<file path="config.mk">
export PLATFORM = sky130hd
export DESIGN_NAME = axi_lite_master_arbiter_2to1_flat
export DESIGN_NICKNAME = d
export VERILOG_FILES = /design/src/rtl/axi_lite_master_arbiter_2to1_if.sv /design/src/rtl/axi_lite_master_arbiter_2to1.sv /design/src/flat_wrapper.sv
export SDC_FILE = /design/constraint.sdc
export NUM_CORES = 1
export LEC_CHECK = 0
export CORE_ASPECT_RATIO = 1.25
export CORE_UTILIZATION = 40
export CTS_CLUSTER_SIZE = 24
export DETAILED_ROUTE_END_ITERATION = 16
export PLACE_DENSITY_LB_ADDON = 0.2
export SYNTH_ARGS = -nofsm -noshare
export SYNTH_HDL_FRONTEND = slang
export SYNTH_SLANG_ARGS = --single-unit
export TNS_END_PERCENT = 30
</file>
<file path="constraint.sdc">
create_clock -name clock -period 5.09 [get_ports clock]
set_input_delay 0.7635 -clock clock [delete_from_list [all_inputs] [get_ports clock]]
set_output_delay 0.7635 -clock clock [all_outputs]
set_load 0.05 [all_outputs]
</file>
<file path="src/rtl/axi_lite_master_arbiter_2to1_if.sv">
// axi_lite_master_arbiter_2to1_if: requester ports and AXI4-Lite master bus of the 2:1 arbiter
interface axi_lite_master_arbiter_2to1_if #(
  parameter int ADDR_WIDTH = 4,
  parameter int DATA_WIDTH = 32
);
  logic                      req0_valid, req0_ready, req0_write;
  logic [ADDR_WIDTH-1:0]     req0_addr;
  logic [DATA_WIDTH-1:0]     req0_wdata;
  logic [DATA_WIDTH/8-1:0]   req0_wstrb;
  logic                      rsp0_valid;
  logic [DATA_WIDTH-1:0]     rsp0_rdata;
  logic [1:0]                rsp0_resp;
  logic                      req1_valid, req1_ready, req1_write;
  logic [ADDR_WIDTH-1:0]     req1_addr;
  logic [DATA_WIDTH-1:0]     req1_wdata;
  logic [DATA_WIDTH/8-1:0]   req1_wstrb;
  logic                      rsp1_valid;
  logic [DATA_WIDTH-1:0]     rsp1_rdata;
  logic [1:0]                rsp1_resp;
  logic                      busy, grant;
  logic [ADDR_WIDTH-1:0]     M_AXI_AWADDR;
  logic [2:0]                M_AXI_AWPROT;
  logic                      M_AXI_AWVALID, M_AXI_AWREADY;
  logic [DATA_WIDTH-1:0]     M_AXI_WDATA;
  logic [DATA_WIDTH/8-1:0]   M_AXI_WSTRB;
  logic                      M_AXI_WVALID, M_AXI_WREADY;
  logic [1:0]                M_AXI_BRESP;
  logic                      M_AXI_BVALID, M_AXI_BREADY;
  logic [ADDR_WIDTH-1:0]     M_AXI_ARADDR;
  logic [2:0]                M_AXI_ARPROT;
  logic                      M_AXI_ARVALID, M_AXI_ARREADY;
  logic [DATA_WIDTH-1:0]     M_AXI_RDATA;
  logic [1:0]                M_AXI_RRESP;
  logic                      M_AXI_RVALID, M_AXI_RREADY;
  modport master (
    input  req0_valid, req0_write, req0_addr, req0_wdata, req0_wstrb,
    input  req1_valid, req1_write, req1_addr, req1_wdata, req1_wstrb,
    output req0_ready, rsp0_valid, rsp0_rdata, rsp0_resp,
    output req1_ready, rsp1_valid, rsp1_rdata, rsp1_resp,
    output busy, grant,
    output M_AXI_AWADDR, M_AXI_AWPROT, M_AXI_AWVALID, input M_AXI_AWREADY,
    output M_AXI_WDATA, M_AXI_WSTRB, M_AXI_WVALID, input M_AXI_WREADY,
    input  M_AXI_BRESP, M_AXI_BVALID, output M_AXI_BREADY,
    output M_AXI_ARADDR, M_AXI_ARPROT, M_AXI_ARVALID, input M_AXI_ARREADY,
    input  M_AXI_RDATA, M_AXI_RRESP, M_AXI_RVALID, output M_AXI_RREADY
  );
  modport slave (
    output req0_valid, req0_write, req0_addr, req0_wdata, req0_wstrb,
    output req1_valid, req1_write, req1_addr, req1_wdata, req1_wstrb,
    input  req0_ready, rsp0_valid, rsp0_rdata, rsp0_resp,
    input  req1_ready, rsp1_valid, rsp1_rdata, rsp1_resp,
    input  busy, grant,
    input  M_AXI_AWADDR, M_AXI_AWPROT, M_AXI_AWVALID, output M_AXI_AWREADY,
    input  M_AXI_WDATA, M_AXI_WSTRB, M_AXI_WVALID, output M_AXI_WREADY,
    output M_AXI_BRESP, M_AXI_BVALID, input M_AXI_BREADY,
    input  M_AXI_ARADDR, M_AXI_ARPROT, M_AXI_ARVALID, output M_AXI_ARREADY,
    output M_AXI_RDATA, M_AXI_RRESP, M_AXI_RVALID, input M_AXI_RREADY
  );
endinterface

</file>
<file path="src/rtl/axi_lite_master_arbiter_2to1.sv">
// axi_lite_master_arbiter_2to1: round-robin sharing of one AXI4-Lite slave between two command requesters
module axi_lite_master_arbiter_2to1 #(
  parameter int ADDR_WIDTH = 4,
  parameter int DATA_WIDTH = 32
) (
  input logic clock,
  input logic reset,
  axi_lite_master_arbiter_2to1_if.master bus
);
  localparam int SW = DATA_WIDTH / 8;
  typedef enum logic [2:0] {IDLE, WADDR, WRESP, RADDR, RDATA} state_t;
  state_t                r_state;
  logic                  r_last, r_grant;
  logic                  r_awvalid, r_wvalid, r_bready, r_arvalid, r_rready;
  logic [ADDR_WIDTH-1:0] r_awaddr, r_araddr;
  logic [DATA_WIDTH-1:0] r_wdata;
  logic [SW-1:0]         r_wstrb;
  logic [1:0]            r_rsp_valid;
  logic [DATA_WIDTH-1:0] r_rsp_rdata [2];
  logic [1:0]            r_rsp_resp [2];
  logic                  w_idle, w_sel, w_accept, w_write, w_aw_done, w_w_done;
  logic [ADDR_WIDTH-1:0] w_addr;
  logic [DATA_WIDTH-1:0] w_wdata;
  logic [SW-1:0]         w_wstrb;
  // winner selection: a lone requester always wins, a tie goes to the one not served last
  always_comb begin
    w_idle    = r_state == IDLE;
    w_sel     = (bus.req0_valid && bus.req1_valid) ? ~r_last : bus.req1_valid;
    w_accept  = w_idle && (bus.req0_valid || bus.req1_valid);
    w_write   = w_sel ? bus.req1_write : bus.req0_write;
    w_addr    = w_sel ? bus.req1_addr : bus.req0_addr;
    w_wdata   = w_sel ? bus.req1_wdata : bus.req0_wdata;
    w_wstrb   = w_sel ? bus.req1_wstrb : bus.req0_wstrb;
    w_aw_done = !r_awvalid || bus.M_AXI_AWREADY;
    w_w_done  = !r_wvalid || bus.M_AXI_WREADY;
  end
  assign bus.req0_ready    = w_idle && bus.req0_valid && !w_sel;
  assign bus.req1_ready    = w_idle && bus.req1_valid && w_sel;
  assign bus.busy          = !w_idle;
  assign bus.grant         = r_grant;
  assign bus.rsp0_valid    = r_rsp_valid[0];
  assign bus.rsp1_valid    = r_rsp_valid[1];
  assign bus.rsp0_rdata    = r_rsp_rdata[0];
  assign bus.rsp1_rdata    = r_rsp_rdata[1];
  assign bus.rsp0_resp     = r_rsp_resp[0];
  assign bus.rsp1_resp     = r_rsp_resp[1];
  assign bus.M_AXI_AWADDR  = r_awaddr;
  assign bus.M_AXI_AWPROT  = 3'b000;
  assign bus.M_AXI_AWVALID = r_awvalid;
  assign bus.M_AXI_WDATA   = r_wdata;
  assign bus.M_AXI_WSTRB   = r_wstrb;
  assign bus.M_AXI_WVALID  = r_wvalid;
  assign bus.M_AXI_BREADY  = r_bready;
  assign bus.M_AXI_ARADDR  = r_araddr;
  assign bus.M_AXI_ARPROT  = 3'b000;
  assign bus.M_AXI_ARVALID = r_arvalid;
  assign bus.M_AXI_RREADY  = r_rready;
  // transaction sequencer: one AXI4-Lite access at a time, response routed back to the owner
  always_ff @(posedge clock or posedge reset) begin
    if (reset) begin
      r_state     <= IDLE;
      r_last      <= 1'b1;
      r_grant     <= 1'b0;
      r_awvalid   <= 1'b0;
      r_wvalid    <= 1'b0;
      r_bready    <= 1'b0;
      r_arvalid   <= 1'b0;
      r_rready    <= 1'b0;
      r_awaddr    <= '0;
      r_araddr    <= '0;
      r_wdata     <= '0;
      r_wstrb     <= '0;
      r_rsp_valid <= '0;
      r_rsp_rdata <= '{default: '0};
      r_rsp_resp  <= '{default: '0};
    end else begin
      r_rsp_valid <= '0;
      case (r_state)
        IDLE: if (w_accept) begin
          r_last  <= w_sel;
          r_grant <= w_sel;
          if (w_write) begin
            r_awaddr  <= w_addr;
            r_wdata   <= w_wdata;
            r_wstrb   <= w_wstrb;
            r_awvalid <= 1'b1;
            r_wvalid  <= 1'b1;
            r_state   <= WADDR;
          end else begin
            r_araddr  <= w_addr;
            r_arvalid <= 1'b1;
            r_state   <= RADDR;
          end
        end
        WADDR: begin
          if (bus.M_AXI_AWREADY) r_awvalid <= 1'b0;
          if (bus.M_AXI_WREADY) r_wvalid <= 1'b0;
          if (w_aw_done && w_w_done) begin
            r_bready <= 1'b1;
            r_state  <= WRESP;
          end
        end
        WRESP: if (bus.M_AXI_BVALID) begin
          r_bready             <= 1'b0;
          r_rsp_valid[r_grant] <= 1'b1;
          r_rsp_rdata[r_grant] <= '0;
          r_rsp_resp[r_grant]  <= bus.M_AXI_BRESP;
          r_state              <= IDLE;
        end
        RADDR: if (bus.M_AXI_ARREADY) begin
          r_arvalid <= 1'b0;
          r_rready  <= 1'b1;
          r_state   <= RDATA;
        end
        RDATA: if (bus.M_AXI_RVALID) begin
          r_rready             <= 1'b0;
          r_rsp_valid[r_grant] <= 1'b1;
          r_rsp_rdata[r_grant] <= bus.M_AXI_RDATA;
          r_rsp_resp[r_grant]  <= bus.M_AXI_RRESP;
          r_state              <= IDLE;
        end
        default: r_state <= IDLE;
      endcase
    end
  end
endmodule

</file>
<file path="src/flat_wrapper.sv">
// flat-port wrapper written by rule: the top's interface ports become plain ports
module axi_lite_master_arbiter_2to1_flat 
#(
  parameter int ADDR_WIDTH = 4,
  parameter int DATA_WIDTH = 32
)
  (clock, reset, bus_req0_valid, bus_req0_write, bus_req0_addr, bus_req0_wdata, bus_req0_wstrb, bus_req1_valid, bus_req1_write, bus_req1_addr, bus_req1_wdata, bus_req1_wstrb, bus_req0_ready, bus_rsp0_valid, bus_rsp0_rdata, bus_rsp0_resp, bus_req1_ready, bus_rsp1_valid, bus_rsp1_rdata, bus_rsp1_resp, bus_busy, bus_grant, bus_M_AXI_AWADDR, bus_M_AXI_AWPROT, bus_M_AXI_AWVALID, bus_M_AXI_AWREADY, bus_M_AXI_WDATA, bus_M_AXI_WSTRB, bus_M_AXI_WVALID, bus_M_AXI_WREADY, bus_M_AXI_BRESP, bus_M_AXI_BVALID, bus_M_AXI_BREADY, bus_M_AXI_ARADDR, bus_M_AXI_ARPROT, bus_M_AXI_ARVALID, bus_M_AXI_ARREADY, bus_M_AXI_RDATA, bus_M_AXI_RRESP, bus_M_AXI_RVALID, bus_M_AXI_RREADY);
  axi_lite_master_arbiter_2to1_if #(.ADDR_WIDTH(ADDR_WIDTH), .DATA_WIDTH(DATA_WIDTH)) bus_i ();
  input logic clock;
  input logic reset;
  input wire logic [$bits(bus_i.req0_valid)-1:0] bus_req0_valid;
  input wire logic [$bits(bus_i.req0_write)-1:0] bus_req0_write;
  input wire logic [$bits(bus_i.req0_addr)-1:0] bus_req0_addr;
  input wire logic [$bits(bus_i.req0_wdata)-1:0] bus_req0_wdata;
  input wire logic [$bits(bus_i.req0_wstrb)-1:0] bus_req0_wstrb;
  input wire logic [$bits(bus_i.req1_valid)-1:0] bus_req1_valid;
  input wire logic [$bits(bus_i.req1_write)-1:0] bus_req1_write;
  input wire logic [$bits(bus_i.req1_addr)-1:0] bus_req1_addr;
  input wire logic [$bits(bus_i.req1_wdata)-1:0] bus_req1_wdata;
  input wire logic [$bits(bus_i.req1_wstrb)-1:0] bus_req1_wstrb;
  output wire logic [$bits(bus_i.req0_ready)-1:0] bus_req0_ready;
  output wire logic [$bits(bus_i.rsp0_valid)-1:0] bus_rsp0_valid;
  output wire logic [$bits(bus_i.rsp0_rdata)-1:0] bus_rsp0_rdata;
  output wire logic [$bits(bus_i.rsp0_resp)-1:0] bus_rsp0_resp;
  output wire logic [$bits(bus_i.req1_ready)-1:0] bus_req1_ready;
  output wire logic [$bits(bus_i.rsp1_valid)-1:0] bus_rsp1_valid;
  output wire logic [$bits(bus_i.rsp1_rdata)-1:0] bus_rsp1_rdata;
  output wire logic [$bits(bus_i.rsp1_resp)-1:0] bus_rsp1_resp;
  output wire logic [$bits(bus_i.busy)-1:0] bus_busy;
  output wire logic [$bits(bus_i.grant)-1:0] bus_grant;
  output wire logic [$bits(bus_i.M_AXI_AWADDR)-1:0] bus_M_AXI_AWADDR;
  output wire logic [$bits(bus_i.M_AXI_AWPROT)-1:0] bus_M_AXI_AWPROT;
  output wire logic [$bits(bus_i.M_AXI_AWVALID)-1:0] bus_M_AXI_AWVALID;
  input wire logic [$bits(bus_i.M_AXI_AWREADY)-1:0] bus_M_AXI_AWREADY;
  output wire logic [$bits(bus_i.M_AXI_WDATA)-1:0] bus_M_AXI_WDATA;
  output wire logic [$bits(bus_i.M_AXI_WSTRB)-1:0] bus_M_AXI_WSTRB;
  output wire logic [$bits(bus_i.M_AXI_WVALID)-1:0] bus_M_AXI_WVALID;
  input wire logic [$bits(bus_i.M_AXI_WREADY)-1:0] bus_M_AXI_WREADY;
  input wire logic [$bits(bus_i.M_AXI_BRESP)-1:0] bus_M_AXI_BRESP;
  input wire logic [$bits(bus_i.M_AXI_BVALID)-1:0] bus_M_AXI_BVALID;
  output wire logic [$bits(bus_i.M_AXI_BREADY)-1:0] bus_M_AXI_BREADY;
  output wire logic [$bits(bus_i.M_AXI_ARADDR)-1:0] bus_M_AXI_ARADDR;
  output wire logic [$bits(bus_i.M_AXI_ARPROT)-1:0] bus_M_AXI_ARPROT;
  output wire logic [$bits(bus_i.M_AXI_ARVALID)-1:0] bus_M_AXI_ARVALID;
  input wire logic [$bits(bus_i.M_AXI_ARREADY)-1:0] bus_M_AXI_ARREADY;
  input wire logic [$bits(bus_i.M_AXI_RDATA)-1:0] bus_M_AXI_RDATA;
  input wire logic [$bits(bus_i.M_AXI_RRESP)-1:0] bus_M_AXI_RRESP;
  input wire logic [$bits(bus_i.M_AXI_RVALID)-1:0] bus_M_AXI_RVALID;
  output wire logic [$bits(bus_i.M_AXI_RREADY)-1:0] bus_M_AXI_RREADY;
  assign bus_i.req0_valid = bus_req0_valid;
  assign bus_i.req0_write = bus_req0_write;
  assign bus_i.req0_addr = bus_req0_addr;
  assign bus_i.req0_wdata = bus_req0_wdata;
  assign bus_i.req0_wstrb = bus_req0_wstrb;
  assign bus_i.req1_valid = bus_req1_valid;
  assign bus_i.req1_write = bus_req1_write;
  assign bus_i.req1_addr = bus_req1_addr;
  assign bus_i.req1_wdata = bus_req1_wdata;
  assign bus_i.req1_wstrb = bus_req1_wstrb;
  assign bus_req0_ready = bus_i.req0_ready;
  assign bus_rsp0_valid = bus_i.rsp0_valid;
  assign bus_rsp0_rdata = bus_i.rsp0_rdata;
  assign bus_rsp0_resp = bus_i.rsp0_resp;
  assign bus_req1_ready = bus_i.req1_ready;
  assign bus_rsp1_valid = bus_i.rsp1_valid;
  assign bus_rsp1_rdata = bus_i.rsp1_rdata;
  assign bus_rsp1_resp = bus_i.rsp1_resp;
  assign bus_busy = bus_i.busy;
  assign bus_grant = bus_i.grant;
  assign bus_M_AXI_AWADDR = bus_i.M_AXI_AWADDR;
  assign bus_M_AXI_AWPROT = bus_i.M_AXI_AWPROT;
  assign bus_M_AXI_AWVALID = bus_i.M_AXI_AWVALID;
  assign bus_i.M_AXI_AWREADY = bus_M_AXI_AWREADY;
  assign bus_M_AXI_WDATA = bus_i.M_AXI_WDATA;
  assign bus_M_AXI_WSTRB = bus_i.M_AXI_WSTRB;
  assign bus_M_AXI_WVALID = bus_i.M_AXI_WVALID;
  assign bus_i.M_AXI_WREADY = bus_M_AXI_WREADY;
  assign bus_i.M_AXI_BRESP = bus_M_AXI_BRESP;
  assign bus_i.M_AXI_BVALID = bus_M_AXI_BVALID;
  assign bus_M_AXI_BREADY = bus_i.M_AXI_BREADY;
  assign bus_M_AXI_ARADDR = bus_i.M_AXI_ARADDR;
  assign bus_M_AXI_ARPROT = bus_i.M_AXI_ARPROT;
  assign bus_M_AXI_ARVALID = bus_i.M_AXI_ARVALID;
  assign bus_i.M_AXI_ARREADY = bus_M_AXI_ARREADY;
  assign bus_i.M_AXI_RDATA = bus_M_AXI_RDATA;
  assign bus_i.M_AXI_RRESP = bus_M_AXI_RRESP;
  assign bus_i.M_AXI_RVALID = bus_M_AXI_RVALID;
  assign bus_M_AXI_RREADY = bus_i.M_AXI_RREADY;
  axi_lite_master_arbiter_2to1 #(.ADDR_WIDTH(ADDR_WIDTH), .DATA_WIDTH(DATA_WIDTH)) u_core (.clock(clock), .reset(reset), .bus(bus_i));
endmodule
</file>
==> results of run 1 <==
## area by class of cell
class                      count  area (um2)  share of cell area [%]
tap                          164         205                    2.52
sequential                   124        3100                    38.1
clock buffer                  21         460                    5.65
inverter                      10        40.0                   0.492
multi-input combinational    229        1660                    20.4
timing repair buffer         257        2550                    31.3
clock inverter                11         119                    1.46
## registers in the layout, summed over array words and instances (netlist names), 2 cells and up
register / flops
u_core.bus.M_AXI_ARADDR: 4
u_core.bus.M_AXI_WDATA: 32
u_core.bus.M_AXI_WSTRB: 4
u_core.bus.rsp1_resp: 2
u_core.bus.M_AXI_AWADDR: 4
u_core.bus.rsp0_rdata: 32
u_core.r_state: 3
u_core.bus.rsp0_resp: 2
u_core.bus.rsp1_rdata: 32
u_core.r_rsp_valid: 2
## through the flow
stage                     hold slack, ps  total power, mW  area [um2]  instances
final                                481             6.48        8140        816
after CTS                            482             6.53        8140        816
after global routing                 507             6.75        8140        816
after detailed placement             470             5.34        7560        784
after floorplan                      525             4.08        5050        405
after global placement               462             5.27        7560        784
## power groups by stage
| stage | logic, mW | registers (mW) | clock network [mW] |
|---|---|---|---|
| 2_1_floorplan | 0.812 | 3.27 | 0 |
| 3_3_place_gp | 3.53 | 1.74 | 0 |
| 3_5_place_dp | 3.59 | 1.75 | 0 |
| 4_1_cts | 3.59 | 1.75 | 1.19 |
| 5_1_grt | 3.72 | 1.81 | 1.23 |
| 6_report | 3.57 | 1.75 | 1.16 |
## how the worst max path moves through the flow
stage               slack, ps                           from  cells past startpoint                                endpoint
floorplan                1030                          reset                      1  u_core.bus.M_AXI_ARADDR[0]$_DFFE_PP0P_
global placement         1840                 bus_req0_valid                      4                          bus_req0_ready
detailed placement       1780                 bus_req1_valid                      4                          bus_req0_ready
CTS                      1440  u_core.r_state[0]$_DFFE_PP0P_                      4                          bus_req0_ready
global route             1260  u_core.r_state[0]$_DFFE_PP0P_                      4                          bus_req0_ready
finish                   1440  u_core.r_state[0]$_DFFE_PP0P_                      4                          bus_req0_ready
## cell usage after synthesis (all sizes together)
master / n
a211o: 2
a21bo: 1
a21boi: 2
a21oi: 12
a22o: 63
a22oi: 1
a2bb2oi: 42
a311o: 1
a31oi: 2
a41oi: 4
and2: 2
and3: 2
buf: 29
clkbuf: 13
conb: 1
dfrtp: 123
dfstp: 1
inv: 10
mux2i: 2
nand2: 20
nand3: 1
nand3b: 3
nor2: 6
nor2b: 3
nor3: 2
o21a: 1
o21ai: 7
o22ai: 40
o31ai: 1
o32ai: 2
or4: 1
## routing by layer
layer | share of wire (%) | GRT usage, % | vias to the layer above
met4 | 2.6 | 9.92 | 0
met5 | 0 | 0 | -
li1 | - | - | 2010
met2 | 50 | 39.4 | 181
met1 | 39 | 26.5 | 2159
met3 | 8.1 | 8.32 | 29
## cell families (layout without fill, tap and decap cells)
logic type,after synthesis,in the layout,synth area share (%)
other cells,1,6,0.0745
mux,2,2,0.398
simple gates,40,40,3.80
compound gates,181,181,28.4
flops,124,124,61.7
buf+inv,52,299,5.72
## tightest hold or removal path: cells and delay by family (launching register included)
kind	cells	cell delay, ps
flops	1	340
simple gates	1	40
compound gates	1	60
==> metrics.yaml, run 1 <==
floorplanning:
  num_rows: 45
  start_util_pct: 41.2
  fp.coreArea_um2: 12200
  dieArea_um2: 13000
  die_height_um: 127
  boundaryPins: 256
  die_w_um: 102
timing:
  max_freq_mhz: 274
  hold_violations: 0
  setup_violations: 0
  tightestPinTransition_ps: 1120
  drv_slew: 0
  worst_slack_ps: 1440
  fin_setup_tns_ps: 0
  period_share_pct: 71.7
  clock_skew_ps: 7.99
  slew_headroom_pct: 25.2
  fin_crit_ps: 3650
  rsz0062_at_grt: "false"
route:
  drcViolationCount: 0
  viasPerCell: 5.37
  dr.first_iter.drc_count: 134
  avgRoutedWirePerCell_um: 18.5
  drtAntennaViolNets: 0
  num_vias: 4379
  drtPass1Iterations: 4
  wirelength_mm: 15.1
setup_path:
  cp-end-kind: "output port"
  r2r_slack_ps: 2420
  r2r_cells: 4
  critical-path-top-delay-family: "buffers and inverters"
  max_stage_delay_ps: 840
  worst_ep_arrival_time_ps: 2890
  crit_type: "flip-flop to output port"
  crit_required_ps: 4330
  rr_endpoint: "u_core.bus.M_AXI_AWADDR[2]$_DFFE_PP0P_"
  cp_max_fo: 14
  cp_slowest_cell: "clkdlybuf4s50_1"
  critPathBufInv: 2
  reg2reg_from: "u_core.r_state[0]$_DFFE_PP0P_"
  startpoint_type: "flip-flop"
  path_cells: "nor3_2 > inv_1 > nor3_1 > clkdlybuf4s50_1"
yosys:
  synthTopCellsByArea: "dfrtp_1 (61%), a22o_1 (11%), a2bb2oi_1 (7.3%), o22ai_1 (5.0%), buf_4 (1.5%)"
  synth_warnings: 0
  syn_inst: 400
  synth_top_area_share_pct: 61.1
  yosysTopAreaCell: "dfrtp_1"
  synth_cell_types: 37
  yosysSeqAreaShare_pct: 61.7
  synth.avg_cell_area_um2: 12.6
  ys_seq_elements: 124
  syn_area_um2: 5030
clocking:
  cts-root-buf: "clkbuf_16"
  cts_sinks: 124
  cts_buffer_depth: 2
  htreeDepth: 4
  cts_made_buffers: 17
  path_clk_slew_ps: 50
  cts_tree: "built"
  post_cts.repair.setup_buffers: 0
  cts_hold_buf: 0
  cts_resized: 0
  clk_latency_ps: 400
final_layout:
  final_util_pct: 66.6
  area_growth_pct: 61.7
  fillers: 934
  drive_gt1_share_pct: 6.90
  n_antenna_cell: 0
  fin_nets: 766
  mostFrequentLayoutCells: "clkdlybuf4s50_1 (249), dfrtp_1 (123), a22o_1 (63)"
  layout.cells.most_common: "clkdlybuf4s50_1"
power:
  cellLeakagePower_nw: 3.48
  p_per_area_nw_per_um2: 796
  combinationalPowerShare_pct: 55.1
  seq_power_share_pct: 27.0
  power.switching_mw: 3.01
  vdd_drop_max_mv: 0.425
  power.internal_mw: 3.47
  clkPwrFrac_pct: 17.9
  power_switching_share_pct: 46.5
run_status:
  status: "completed"
place:
  dp_slack_ps: 1780
  hpwl_mm: 10.6
  finalWeightedCongestion: 0.832
  port_buffers: 249
global_route:
  antenna_found_initial: 0
  grt_pass1_vias: 4650
  grt-ovfl-total: 0
  grt_pass1_wl_mm: 23.3
  grt_max_degree: 90
  grt_use_total_pct: 23.4
hold_path:
  whs_endpoint: "u_core.bus.rsp0_resp[1]$_DFFE_PP0P_"
  min_from: "u_core.bus.rsp0_resp[1]$_DFFE_PP0P_"
  worstHoldPathType: "flip-flop to flip-flop"
  hold_depth: 2
run:
  cap_violations: 0
Power figures use the tool's default switching activity.
==> run 2, diff against run 1 <==
- clock period: 5.09 -> 3.6 ns (I/O delays scaled with it)
==> run 2 against run 1 <==
Clock power increased by 46%. Critical path depth increased by 1. Wire length decreased by 0.50%. Sequential power increased by 42%. Sequential share of layout area decreased by 0.29 points. Flip-flop and latch count unchanged. Clock skew increased by 1.8 ps. Critical path type unchanged.
==> metrics.yaml, run 2 (synthesized netlist as in run 1, its figures left out) <==
run_status:
  status: "completed"  # unchanged
clocking:
  htreeDepth: 4  # unchanged
  cts-root-buf: "clkbuf_16"  # unchanged
  post_cts.repair.setup_buffers: 0  # unchanged
  cts_buffer_depth: 2  # unchanged
  cts_resized: 0  # unchanged
  cts_hold_buf: 0  # unchanged
  cts_sinks: 124  # unchanged
  cts_made_buffers: 17  # unchanged
  clk_latency_ps: 410  # was 400 ps
  path_clk_slew_ps: 60  # was 50 ps
  cts_tree: "built"  # unchanged
global_route:
  grt-ovfl-total: 0  # unchanged
  grt_pass1_wl_mm: 23.1  # was 23.3 mm
  grt_max_degree: 55  # was 90
  grt_pass1_vias: 4481  # was 4650
  grt_use_total_pct: 23.2  # was 23.4%
  antenna_found_initial: 0  # unchanged
place:
  place_area_um2: 7610  # was 7560 um2
  hpwl_mm: 10.4  # was 10.6 mm
  finalWeightedCongestion: 0.837  # was 0.832
  dp_slack_ps: 764  # was 1780 ps
  port_buffers: 249  # unchanged
final_layout:
  n_antenna_cell: 0  # unchanged
  mostFrequentLayoutCells: "clkdlybuf4s50_1 (249), dfrtp_1 (123), a22o_1 (63)"  # unchanged
  area_growth_pct: 63.0  # was 61.7%
  finish.instance_area_um2: 8210  # was 8140 um2
  layout.cells.most_common: "clkdlybuf4s50_1"  # unchanged
  fin_nets: 770  # was 766
  drive_gt1_share_pct: 7.77  # was 6.90%
  fillers: 950  # was 934
setup_path:
  max_stage_delay_ps: 840  # about the same
  crit_required_ps: 3060  # was 4330 ps
  r2r_cells: 6  # was 4
  cp_max_fo: 14  # unchanged
  cp_slowest_cell: "clkdlybuf4s50_1"  # unchanged
  critical-path-top-delay-family: "buffers and inverters"  # unchanged
  crit_cells: 5  # was 4
  startpoint_type: "flip-flop"  # unchanged
  cp-end-kind: "output port"  # unchanged
  path_cells: "nor3_2 > buf_4 > inv_1 > nor3_1 > clkdlybuf4s50_1"  # was nor3_2 > inv_1 > nor3_1 > clkdlybuf4s50_1
  critPathBufInv: 3  # was 2
  crit_type: "flip-flop to output port"  # unchanged
  worst_ep_arrival_time_ps: 2500  # was 2890 ps
timing:
  hold_violations: 0  # unchanged
  max_freq_mhz: 329
  rsz0062_at_grt: "false"  # unchanged
  timing.hold.ws_ps: 494  # was 481 ps
  period_share_pct: 84.4
  worst_slack_ps: 561  # was 1440 ps
  clock_skew_ps: 9.78  # was 7.99 ps
  setup_violations: 0  # unchanged
  slew_headroom_pct: 34.7  # was 25.2%
  drv_slew: 0  # unchanged
  fin_crit_ps: 3040
  tightestPinTransition_ps: 978  # was 1120 ps
  fin_setup_tns_ps: 0  # unchanged
route:
  drcViolationCount: 0  # unchanged
  wirelength_mm: 15.1  # about the same
  viasPerCell: 5.41  # was 5.37
  dr.first_iter.drc_count: 138  # was 134
  avgRoutedWirePerCell_um: 18.4  # was 18.5 um
  drtAntennaViolNets: 0  # unchanged
  num_vias: 4436  # was 4379
  drtPass1Iterations: 4  # unchanged
run:
  cap_violations: 0  # unchanged
floorplanning:
  boundaryPins: 256  # unchanged
  die_w_um: 102  # unchanged
  dieArea_um2: 13000  # unchanged
  fp.coreArea_um2: 12200  # unchanged
  num_rows: 45  # unchanged
  die_height_um: 127  # unchanged
  start_util_pct: 41.2  # unchanged
power:
  finalPower_mw: 9.24  # was 6.48 mW
  cellLeakagePower_nw: 3.51  # was 3.48 nW
  p_per_area_nw_per_um2: 1130  # was 796 nW/um2
  vdd_drop_max_mv: 0.695  # was 0.425 mV
hold_path:
  hold_depth: 2  # unchanged
  worstHoldPathType: "flip-flop to flip-flop"  # unchanged
-- run 2: final cells by class --
cell class	instances	area [um2]	area share [%]
Clock buffer	18	439	5.35
Clock inverter	14	159	1.94
Inverter	10	41.3	0.503
Multi-Input combinational cell	229	1660	20.3
Sequential cell	124	3100	37.8
Tap cell	164	205	2.50
Timing Repair Buffer	261	2590	31.6
-- run 2: worst register-to-register path, cell delays in order, from the launching register on --
cell and delay [ps]:
dfrtp_1 520, nor3_2 220, buf_4 210, o21a_1 170, a21boi_4 160, buf_4 420, a2bb2oi_1 240
-- run 2: routing by layer --
| metal | global-route usage (%) | vias to the layer above | wire length [um] |
|---|---|---|---|
| met5 | 0 | - | 0 |
| met4 | 8.82 | 0 | 246 |
| met3 | 6.73 | 20 | 1170 |
| met2 | 40.4 | 197 | 7570 |
| met1 | 26.6 | 2201 | 6070 |
| li1 | - | 2018 | - |
-- run 2: through the flow --
step                instances  utilization (%)
floorplan                 405                -
global placement          788             62.3
detailed placement        788             62.3
CTS                       820             67.2
global route              820             67.2
finish                    820             67.2
-- run 2: path summary, 6_finish.rpt --
| path | to | slack (ps) | start |
|---|---|---|---|
| hold reg to reg | u_core.bus.rsp0_resp[1]$_DFFE_PP0P_ | 490 | u_core.bus.rsp0_resp[1]$_DFFE_PP0P_ |
| max in group asynchronous | u_core.bus.M_AXI_WDATA[16]$_DFFE_PP0P_ | 2040 | reset |
| hold / removal | u_core.bus.rsp0_resp[1]$_DFFE_PP0P_ | 490 | u_core.bus.rsp0_resp[1]$_DFFE_PP0P_ |
| setup reg to reg | u_core.bus.M_AXI_WDATA[16]$_DFFE_PP0P_ | 1580 | u_core.r_state[0]$_DFFE_PP0P_ |
| setup / recovery | bus_req0_ready | 560 | u_core.r_state[0]$_DFFE_PP0P_ |
| min in group asynchronous | u_core.bus.rsp1_resp[0]$_DFFE_PP0P_ | 700 | reset |
-- run 2: where the power goes --
group / internal (mW) / switching, mW
clock: 1.05 / 0.643
combinational: 1.81 / 3.25
sequential: 2.05 / 0.424
==> run 3, diff against run 2 <==
- clock period: 3.6 -> 3.1 ns (I/O delays scaled with it)
==> run 3 against run 2 <==
Clock-buffer cell count is 5 higher. Die area stayed put. Sequential share of layout area is 0.27 points higher. Via count hardly changed. Wire length is 0.33% lower. Highest routed layer unchanged. Critical path type unchanged. Cell count is 0.12% higher. Largest power group unchanged. Combinational power is 16% higher. Flip-flop and latch count stayed put. Core utilization is 0.47 points lower. Clock power is 5% higher. Non-clock buffer count is 2 higher. First-iteration DRC count is 51% higher.
==> metrics.yaml, run 3 (synthesized netlist as in run 1, its figures left out) <==
clocking:
  cts_buffer_depth: 2  # unchanged
  cts_hold_buf: 0  # unchanged
  cts_tree: "built"  # unchanged
  post_cts.repair.setup_buffers: 0  # unchanged
  path_clk_slew_ps: 50  # was 60 ps
  htreeDepth: 4  # unchanged
  clk_latency_ps: 400  # was 410 ps
  cts-root-buf: "clkbuf_16"  # unchanged
  cts_made_buffers: 17  # unchanged
  cts_resized: 0  # unchanged
  cts_sinks: 124  # unchanged
setup_path:
  crit_start: "u_core.r_state[0]$_DFFE_PP0P_"  # unchanged
  crit_type: "flip-flop to output port"  # unchanged
  cp_max_fo: 14  # unchanged
  startpoint_type: "flip-flop"  # unchanged
  cp-end-kind: "output port"  # unchanged
  r2r_cells: 6  # unchanged
  crit_required_ps: 2630  # was 3060 ps
  reg2reg_from: "u_core.r_state[0]$_DFFE_PP0P_"  # unchanged
  rr_endpoint: "u_core.bus.M_AXI_WDATA[2]$_DFFE_PP0P_"  # was u_core.bus.M_AXI_WDATA[16]$_DFFE_PP0P_
  worst_ep_arrival_time_ps: 2240  # was 2500 ps
  crit_end: "bus_req1_ready"  # was bus_req0_ready
  r2r_slack_ps: 1130  # was 1580 ps
final_layout:
  fin_nets: 772  # was 770
  multi_input_area_um2: 1660  # unchanged
  drive_gt1_share_pct: 7.31  # was 7.77%
  final_util_pct: 66.7  # was 67.2%
  n_antenna_cell: 0  # unchanged
  ff_latch_area_um2: 3100  # unchanged
  stdcell_count: 821  # was 820
  fillers: 995  # was 950
  mostFrequentLayoutCells: "clkdlybuf4s50_1 (248), dfrtp_1 (123), a22o_1 (63)"  # was clkdlybuf4s50_1 (249), dfrtp_1 (123), a22o_1 (63)
  layout.cells.most_common: "clkdlybuf4s50_1"  # unchanged
  area_growth_pct: 61.8  # was 63.0%
place:
  dp_cells: 790  # was 788
  finalWeightedCongestion: 0.846  # was 0.837
  dp_slack_ps: 416  # was 764 ps
  hpwl_mm: 10.4  # about the same
  port_buffers: 249  # unchanged
timing:
  max_freq_mhz: 369
  rsz0062_at_grt: "false"  # unchanged
  slew_headroom_pct: 54.5  # was 34.7%
  clock_skew_ps: 9.58  # was 9.78 ps
  setup_violations: 0  # unchanged
  tightestPinTransition_ps: 683  # was 978 ps
  period_share_pct: 87.3
  fin_setup_tns_ps: 0  # unchanged
  drv_slew: 0  # unchanged
  fin_crit_ps: 2710
  hold_violations: 0  # unchanged
  worst_slack_ps: 393  # was 561 ps
power:
  clkPwrFrac_pct: 16.9  # was 18.3%
  vdd_drop_max_mv: 0.867  # was 0.695 mV
  combinationalPowerShare_pct: 55.8  # was 54.9%
  power.internal_mw: 5.60  # was 4.92 mW
  seq_power_share_pct: 27.3  # was 26.8%
  cellLeakagePower_nw: 3.49  # was 3.51 nW
  p_per_area_nw_per_um2: 1290  # was 1130 nW/um2
  power_switching_share_pct: 46.7  # was 46.8%
  power.switching_mw: 4.92  # was 4.32 mW
floorplanning:
  fp.coreArea_um2: 12200  # unchanged
  boundaryPins: 256  # unchanged
  start_util_pct: 41.2  # unchanged
  dieArea_um2: 13000  # unchanged
  num_rows: 45  # unchanged
  die_w_um: 102  # unchanged
  die_height_um: 127  # unchanged
route:
  drtAntennaViolNets: 0  # unchanged
  dr.first_iter.drc_count: 208  # was 138
  drcViolationCount: 0  # unchanged
  avgRoutedWirePerCell_um: 18.3  # was 18.4 um
  num_vias: 4432  # was 4436
  viasPerCell: 5.40  # was 5.41
  drtPass1Iterations: 4  # unchanged
  wirelength_mm: 15.0  # was 15.1 mm
global_route:
  grt_pass1_wl_mm: 23.2  # was 23.1 mm
  grt_use_total_pct: 23.4  # was 23.2%
  grt-ovfl-total: 0  # unchanged
  grt_max_degree: 81  # was 55
  grt_pass1_vias: 4631  # was 4481
  antenna_found_initial: 0  # unchanged
run:
  cap_violations: 0  # unchanged
run_status:
  status: "completed"  # unchanged
hold_path:
  worstHoldPathType: "primary input to asynchronous set/reset pin"  # was flip-flop to flip-flop
## run 3: cell types whose count changed in the layout (fill, tap and decap cells not counted), sizes merged
cell	delta
buf	+3
bufinv	-1
clkbuf	+5
clkdlybuf4s50	-1
inv	-5
## run 3: metrics by stage
| stage | cell area [um2] | power (mW) | hold WS [ps] |
|---|---|---|---|
| after floorplan | 5060 | 6.71 | 525 |
| after global placement | 7620 | 8.67 | 464 |
| after detailed placement | 7620 | 8.77 | 470 |
| after CTS | 8150 | 10.6 | 411 |
| after global routing | 8150 | 11.0 | 428 |
| final | 8150 | 10.5 | 420 |
## run 3: layout make-up
| class | count | share of cell area [%] |
|---|---|---|
| Tap cell | 164 | 2.52 |
| Clock buffer | 23 | 5.62 |
| Timing Repair Buffer | 263 | 32.0 |
| Inverter | 10 | 0.507 |
| Sequential cell | 124 | 38.1 |
| Clock inverter | 8 | 0.860 |
| Multi-Input combinational cell | 229 | 20.4 |
## run 3: power by group through the flow
stage / Combinational [mW] / Clock [mW] / Sequential [mW]
3_3_place_gp: 5.81 / 0 / 2.86
4_1_cts: 5.90 / 1.82 / 2.88
6_report: 5.87 / 1.78 / 2.88
2_1_floorplan: 1.33 / 0 / 5.37
3_5_place_dp: 5.89 / 0 / 2.88
5_1_grt: 6.12 / 1.90 / 2.97
## run 3: worst max-delay path: stages (launching register included)
cell and delay (ps):
dfrtp_1 520, nor3_2 300, inv_1 110, nor2_1 120
clkdlybuf4s50_1 800
## run 3: routing by layer
metal | share of wire (%) | vias up | GRT usage, %
met3 | 8.5 | 13 | 8.10
met2 | 50 | 183 | 39.4
met4 | 1.3 | 0 | 7.73
met1 | 41 | 2217 | 27.8
li1 | - | 2019 | -
met5 | 0 | - | 0
## run 3: how the worst min path moves through the flow
stage,depth (start not counted),from,slack [ps],endpoint
2_1_floorplan,2,u_core.r_last$_DFFE_PP1P_,520,u_core.r_last$_DFFE_PP1P_
3_3_place_gp,2,u_core.bus.rsp0_resp[0]$_DFFE_PP0P_,460,u_core.bus.rsp0_resp[0]$_DFFE_PP0P_
3_5_place_dp,2,u_core.bus.rsp0_resp[1]$_DFFE_PP0P_,470,u_core.bus.rsp0_resp[1]$_DFFE_PP0P_
4_1_cts,2,reset,410,u_core.bus.M_AXI_WDATA[18]$_DFFE_PP0P_
5_1_grt,2,reset,430,u_core.bus.M_AXI_WDATA[18]$_DFFE_PP0P_
6_report,2,reset,420,u_core.bus.rsp0_rdata[0]$_DFFE_PP0P_
